<file path="config.mk">
export PLATFORM = sky130hd
export DESIGN_NAME = imem_loader
export DESIGN_NICKNAME = d
export VERILOG_FILES = /design/src/rtl/imem_loader.sv
export SDC_FILE = /design/constraint.sdc
export NUM_CORES = 1
export LEC_CHECK = 0
export ABC_AREA = 1
export CORE_ASPECT_RATIO = 1.2
export CORE_UTILIZATION = 54
export CTS_CLUSTER_SIZE = 24
export DETAILED_ROUTE_END_ITERATION = 12
export PLACE_DENSITY = 0.84
export SLEW_MARGIN = 20
export SYNTH_ARGS = -nofsm -noshare
export SYNTH_HDL_FRONTEND = slang
export SYNTH_SLANG_ARGS = --single-unit
</file>
<file path="constraint.sdc">
create_clock -name clk -period 3.9 [get_ports clk]
set_clock_uncertainty 0.15 [all_clocks]
set_input_delay 0.78 -clock clk [delete_from_list [all_inputs] [get_ports clk]]
set_output_delay 0.78 -clock clk [all_outputs]
set_load 0.01 [all_outputs]
</file>
<file path="src/rtl/imem_loader.sv">
// imem_loader: boot-time writer for the writable instruction memory.
//
// Consumes a framed byte stream (LEN, 4*LEN little-endian data bytes, XOR
// checksum), writes each assembled word at the next sequential word address
// and keeps the core in reset until the image is loaded and verified.
//
// Ports:
//   clk, rst      system clock (rising edge), asynchronous active-high reset
//   start         one-cycle pulse, re-arms the loader from DONE or ERR
//   rx_data       incoming stream byte
//   rx_valid      rx_data is valid
//   rx_ready      loader accepts a byte this cycle (decoded from state)
//   we, wa, wd    instruction-memory write port, one we pulse per word
//   core_hold     holds the core in reset; low only once the image is verified
//   done, err     image verified / length or checksum error
//   words_loaded  words written since the last arm
module imem_loader #(
    parameter int unsigned DWIDTH = 32,
    parameter int unsigned WIDTH  = 8
) (
    input  logic              clk,
    input  logic              rst,
    input  logic              start,
    input  logic [7:0]        rx_data,
    input  logic              rx_valid,
    output logic              rx_ready,
    output logic              we,
    output logic [WIDTH-1:0]  wa,
    output logic [DWIDTH-1:0] wd,
    output logic              core_hold,
    output logic              done,
    output logic              err,
    output logic [WIDTH-2:0]  words_loaded
);

    typedef enum logic [2:0] {
        ST_LEN,
        ST_DATA,
        ST_SUM,
        ST_DONE,
        ST_ERR
    } state_t;

    localparam int unsigned NWORDS = 2 ** (WIDTH - 2);

    state_t           state;
    logic [WIDTH-2:0] len;       // wide enough to hold NWORDS itself
    logic [WIDTH-3:0] idx;
    logic [1:0]       bcnt;
    logic [23:0]      part;      // bytes 0..2 of the word being assembled
    logic [7:0]       csum;

    logic             accept;
    logic [WIDTH-2:0] idx_next;

    assign rx_ready = (state == ST_LEN) || (state == ST_DATA) || (state == ST_SUM);
    assign accept   = rx_valid && rx_ready;
    // One bit wider than idx so completion of word NWORDS-1 compares cleanly
    // against len = NWORDS.
    assign idx_next = {1'b0, idx} + (WIDTH-1)'(1);

    always_ff @(posedge clk or posedge rst) begin
        if (rst) begin
            state        <= ST_LEN;
            len          <= '0;
            idx          <= '0;
            bcnt         <= '0;
            part         <= '0;
            csum         <= '0;
            we           <= 1'b0;
            wa           <= '0;
            wd           <= '0;
            core_hold    <= 1'b1;
            done         <= 1'b0;
            err          <= 1'b0;
            words_loaded <= '0;
        end else begin
            we <= 1'b0;
            case (state)
                ST_LEN: begin
                    if (accept) begin
                        len  <= (WIDTH-1)'(rx_data);
                        bcnt <= '0;
                        idx  <= '0;
                        csum <= '0;
                        if (32'(rx_data) > NWORDS) begin
                            state <= ST_ERR;
                            err   <= 1'b1;
                        end else if (rx_data == 8'h00) begin
                            state <= ST_SUM;
                        end else begin
                            state <= ST_DATA;
                        end
                    end
                end
                ST_DATA: begin
                    if (accept) begin
                        csum <= csum ^ rx_data;
                        bcnt <= bcnt + 2'd1;
                        if (bcnt == 2'd3) begin
                            // Last byte goes straight into wd; the write
                            // issues on the following cycle.
                            we           <= 1'b1;
                            wa           <= {idx, 2'b00};
                            wd           <= DWIDTH'({rx_data, part});
                            idx          <= idx_next[WIDTH-3:0];
                            words_loaded <= words_loaded + (WIDTH-1)'(1);
                            if (idx_next == len) begin
                                state <= ST_SUM;
                            end
                        end else begin
                            part[8*bcnt +: 8] <= rx_data;
                        end
                    end
                end
                ST_SUM: begin
                    if (accept) begin
                        if (rx_data == csum) begin
                            state     <= ST_DONE;
                            done      <= 1'b1;
                            core_hold <= 1'b0;
                        end else begin
                            state <= ST_ERR;
                            err   <= 1'b1;
                        end
                    end
                end
                ST_DONE, ST_ERR: begin
                    if (start) begin
                        state        <= ST_LEN;
                        done         <= 1'b0;
                        err          <= 1'b0;
                        words_loaded <= '0;
                        core_hold    <= 1'b1;
                    end
                end
                default: begin
                    state <= ST_LEN;
                end
            endcase
        end
    end

endmodule

</file>
==> summary.txt <==
Synthesis
  – Ys Warns: 0
  – Sequential area share after synthesis: 54.8%
  – Distinct cells, synth: 35
  – Cell taking the most area after synthesis: dfrtp_1
  – Number of synthesized flops with an enable pin: 0
  – Share of flip-flops with an asynchronous set or reset: 100%
  – Yosys reg bits: 99
  – Post-synthesis cell area: 4520 um2
  – Top-count cell post-synth: nand2_1
  – Synth Instances: 510
  – Average size of a mapped cell: 8.86 um2
  – Most used DFF post-synth: dfrtp_1
  – Post-synth top area share: 54.2%
  – Synth area leaders: dfrtp_1, o21ai_0, nand2_1
  – Commonest cells in the netlist: nand2_1, dfrtp_1, o21ai_0

Detailed routing
  – DR iter-0 viols: 272
  – DRT Pass-1 Iters: 4
  – Antenna-violating nets left: 0
  – Total Wirelength: 9470 um
  – WL/cell: 14.2 um
  – Drt via density: 5.38
  – Total number of vias: 3,590
  – DRC: 0

Final layout
  – # diodes: 0
  – NumNets Final: 586
  – Area Growth Syn to Fin: 18.4%
  – Layout cells sized above 1: 7.17%
  – Finished Core Util: 66.0%

Floorplanning
  – DIE WIDTH: 85.5 um
  – Rows: 36
  – Core area: 8110 um2
  – Area of the die: 8740 um2
  – Top-level port count: 64
  – Initial Utilization: 55.8%
  – Die height: 102 um

Pwr
  – Total power: 2.95 mW
  – Gate power share: 33.4%
  – Leak pwr: 2.51 nW
  – VDD IR max: 0.000325 V
  – Clock power share: 19.8%
  – Pint: 1.84 mW
  – Seq pwr share: 46.8%
  – Pwr Density: 550 nW/um2
  – Switching Share: 37.5%
  – Switching power total: 1.11 mW

STA
  – Total negative setup slack: 0 ps
  – RSZ-0062 raised after global routing: false
  – PnR worst setup slack: 1060 ps
  – Fin Hold WS: 327 ps
  – Slew margin rel.: 41.3%
  – Final period util: 72.8%
  – Slew @ Worst Pin: 880 ps
  – Minimum clock period: 2840 ps
  – Final Max Tran Viols: 0
  – Final setup violation count: 0
  – Achievable Freq: 352 MHz
  – Hold Fails Final Rpt: 0

Status
  – Run status: finished, final reports clean

Global routing
  – Largest net degree at the start of global routing: 82
  – First-pass GRT wire length: 15,600 um
  – Total GRT Usage: 22.9%
  – Initial antenna violation count: 0
  – Vias in the first global route: 3,366
  – GRT overflow: 0

Critical path
  – CP arrival: 2930 ps
  – Slowest CP cell: clkinv_2
  – Crit. End Element: register
  – Crit path required time: 4000 ps
  – Slowest Stage Delay on Critical Path: 690 ps
  – Crit-path cells: clkdlybuf4s50_1 -> nand2_1 -> nor2_2 -> clkinv_2 -> o22ai_1
  – Reg2Reg Setup Slack: 1310 ps
  – Critical path type: in -> reg
  – CP Max Fanout: 81
  – Element type at the critical path start: input pin

CTS
  – CTS max path bufs: 2
  – CTS sink count: 99
  – CTS resizes: 0
  – H-tree depth: 3
  – Clock slew at reported path FFs: 90 ps
  – Root buf cell: clkbuf_8
  – Clk Latency, worst-skew pair: 350 ps
  – Postcts setup bufs: 0
  – CTS buffer count: 9
  – CTS tree: yes
  – Post-CTS Hold Fix Bufs: 0

Job
  – Max_cap viols: 0

Placed design
  – Placer congestion estimate: 0.871
  – DP HPWL: 6840 um
  – Place WS: 967 ps
  – PortBufs: 61

Worst hold path
  – Tightest Hold Check Type: reg -> reg
[stage by stage]
step	area, um2	std cells
final	5350	667
after global routing	5350	667
after CTS	5350	667
after detailed placement	5180	651
after global placement	5180	651
after floorplan	4520	511
[state kept, by name (all words and copies together) (netlist names)]
| signal | cells |
|---|---|
| wd | 32 |
| part | 24 |
| csum | 8 |
| len | 7 |
| words_loaded | 7 |
| idx | 6 |
| wa | 6 |
| state | 3 |
| bcnt | 2 |
| core_hold | 1 |
| done | 1 |
| err | 1 |
| we | 1 |
[worst max-delay path: cells and delay by family]
| family | cells | cell delay, ps |
|---|---|---|
| AND/OR/NAND/NOR | 2 | 320 |
| AO/OA/AOI/OAI | 1 | 470 |
| buffers and inverters | 2 | 1330 |
[power groups by stage]
stage	registers (mW)	clock network, mW	logic, mW
after floorplan	1.39	0	0.692
after global placement	1.39	0	0.942
after detailed placement	1.40	0	0.982
after CTS	1.38	0.590	0.988
after global routing	1.40	0.637	1.11
final	1.38	0.584	0.986
[final timing paths]
kind / from / end / cells past startpoint
max in group asynchronous: rst / part[18] / 3
min in group asynchronous: rst / wa[2] / 2
worst max-delay path: rx_valid / idx[1] / 5
worst max register to register: state[1] / idx[1] / 7
worst min-delay path: core_hold / core_hold / 2
worst min register to register: core_hold / core_hold / 2
[metal layers]
metal / part of all wire (%) / track usage (%) / vias to the layer above
met3: 5.0 / 4.60 / 21
li1: - / - / 1762
met5: 0 / 0 / -
met2: 48 / 36.7 / 113
met4: 2.6 / 10.8 / 0
met1: 44 / 30.5 / 1694
[cell type report]
| cell class | instances | area, um2 |
|---|---|---|
| fillers | 641 | 2750 |
| flip-flops and latches | 99 | 2480 |
| multi-input cells | 323 | 1690 |
| repair buffers | 63 | 626 |
| inverters | 71 | 269 |
| clock buffers | 12 | 145 |
| well taps | 95 | 119 |
| clock inverters | 4 | 26.3 |
[cell families (layout without fill, tap and decap cells)]
logic type	Yosys count	in the layout	synth area share [%]
buf+inv	89	150	7.86
flops	99	99	54.8
other cells	1	2	0.0830
simple gates	201	201	21.3
compound gates	103	103	12.0
fa+ha+maj	7	7	1.94
mux	1	1	0.221
xor+xnor	9	9	1.74
[placed cells by master (no fill, tap or decap), types with 2 or more instances in the layout]
master,synthesis,layout
buf_4,5,2
clkbuf_1,10,2
clkbuf_8,0,10
clkdlybuf4s50_1,0,61
clkinv_2,0,4
conb_1,1,2
dfrtp_1,98,98
ha_1,7,7
inv_1,65,64
inv_2,6,5
nand2_1,116,116
nand2_2,3,3
nand3_1,23,23
nand3_4,2,2
nand3b_1,6,6
nand4_1,20,20
nor2_1,18,18
nor2_4,5,5
nor3_1,3,3
o21ai_0,87,87
o21ai_1,7,7
o22ai_1,4,4
xnor2_1,7,7
xor2_1,2,2
Note: power is estimated with default switching activity, not from simulation.
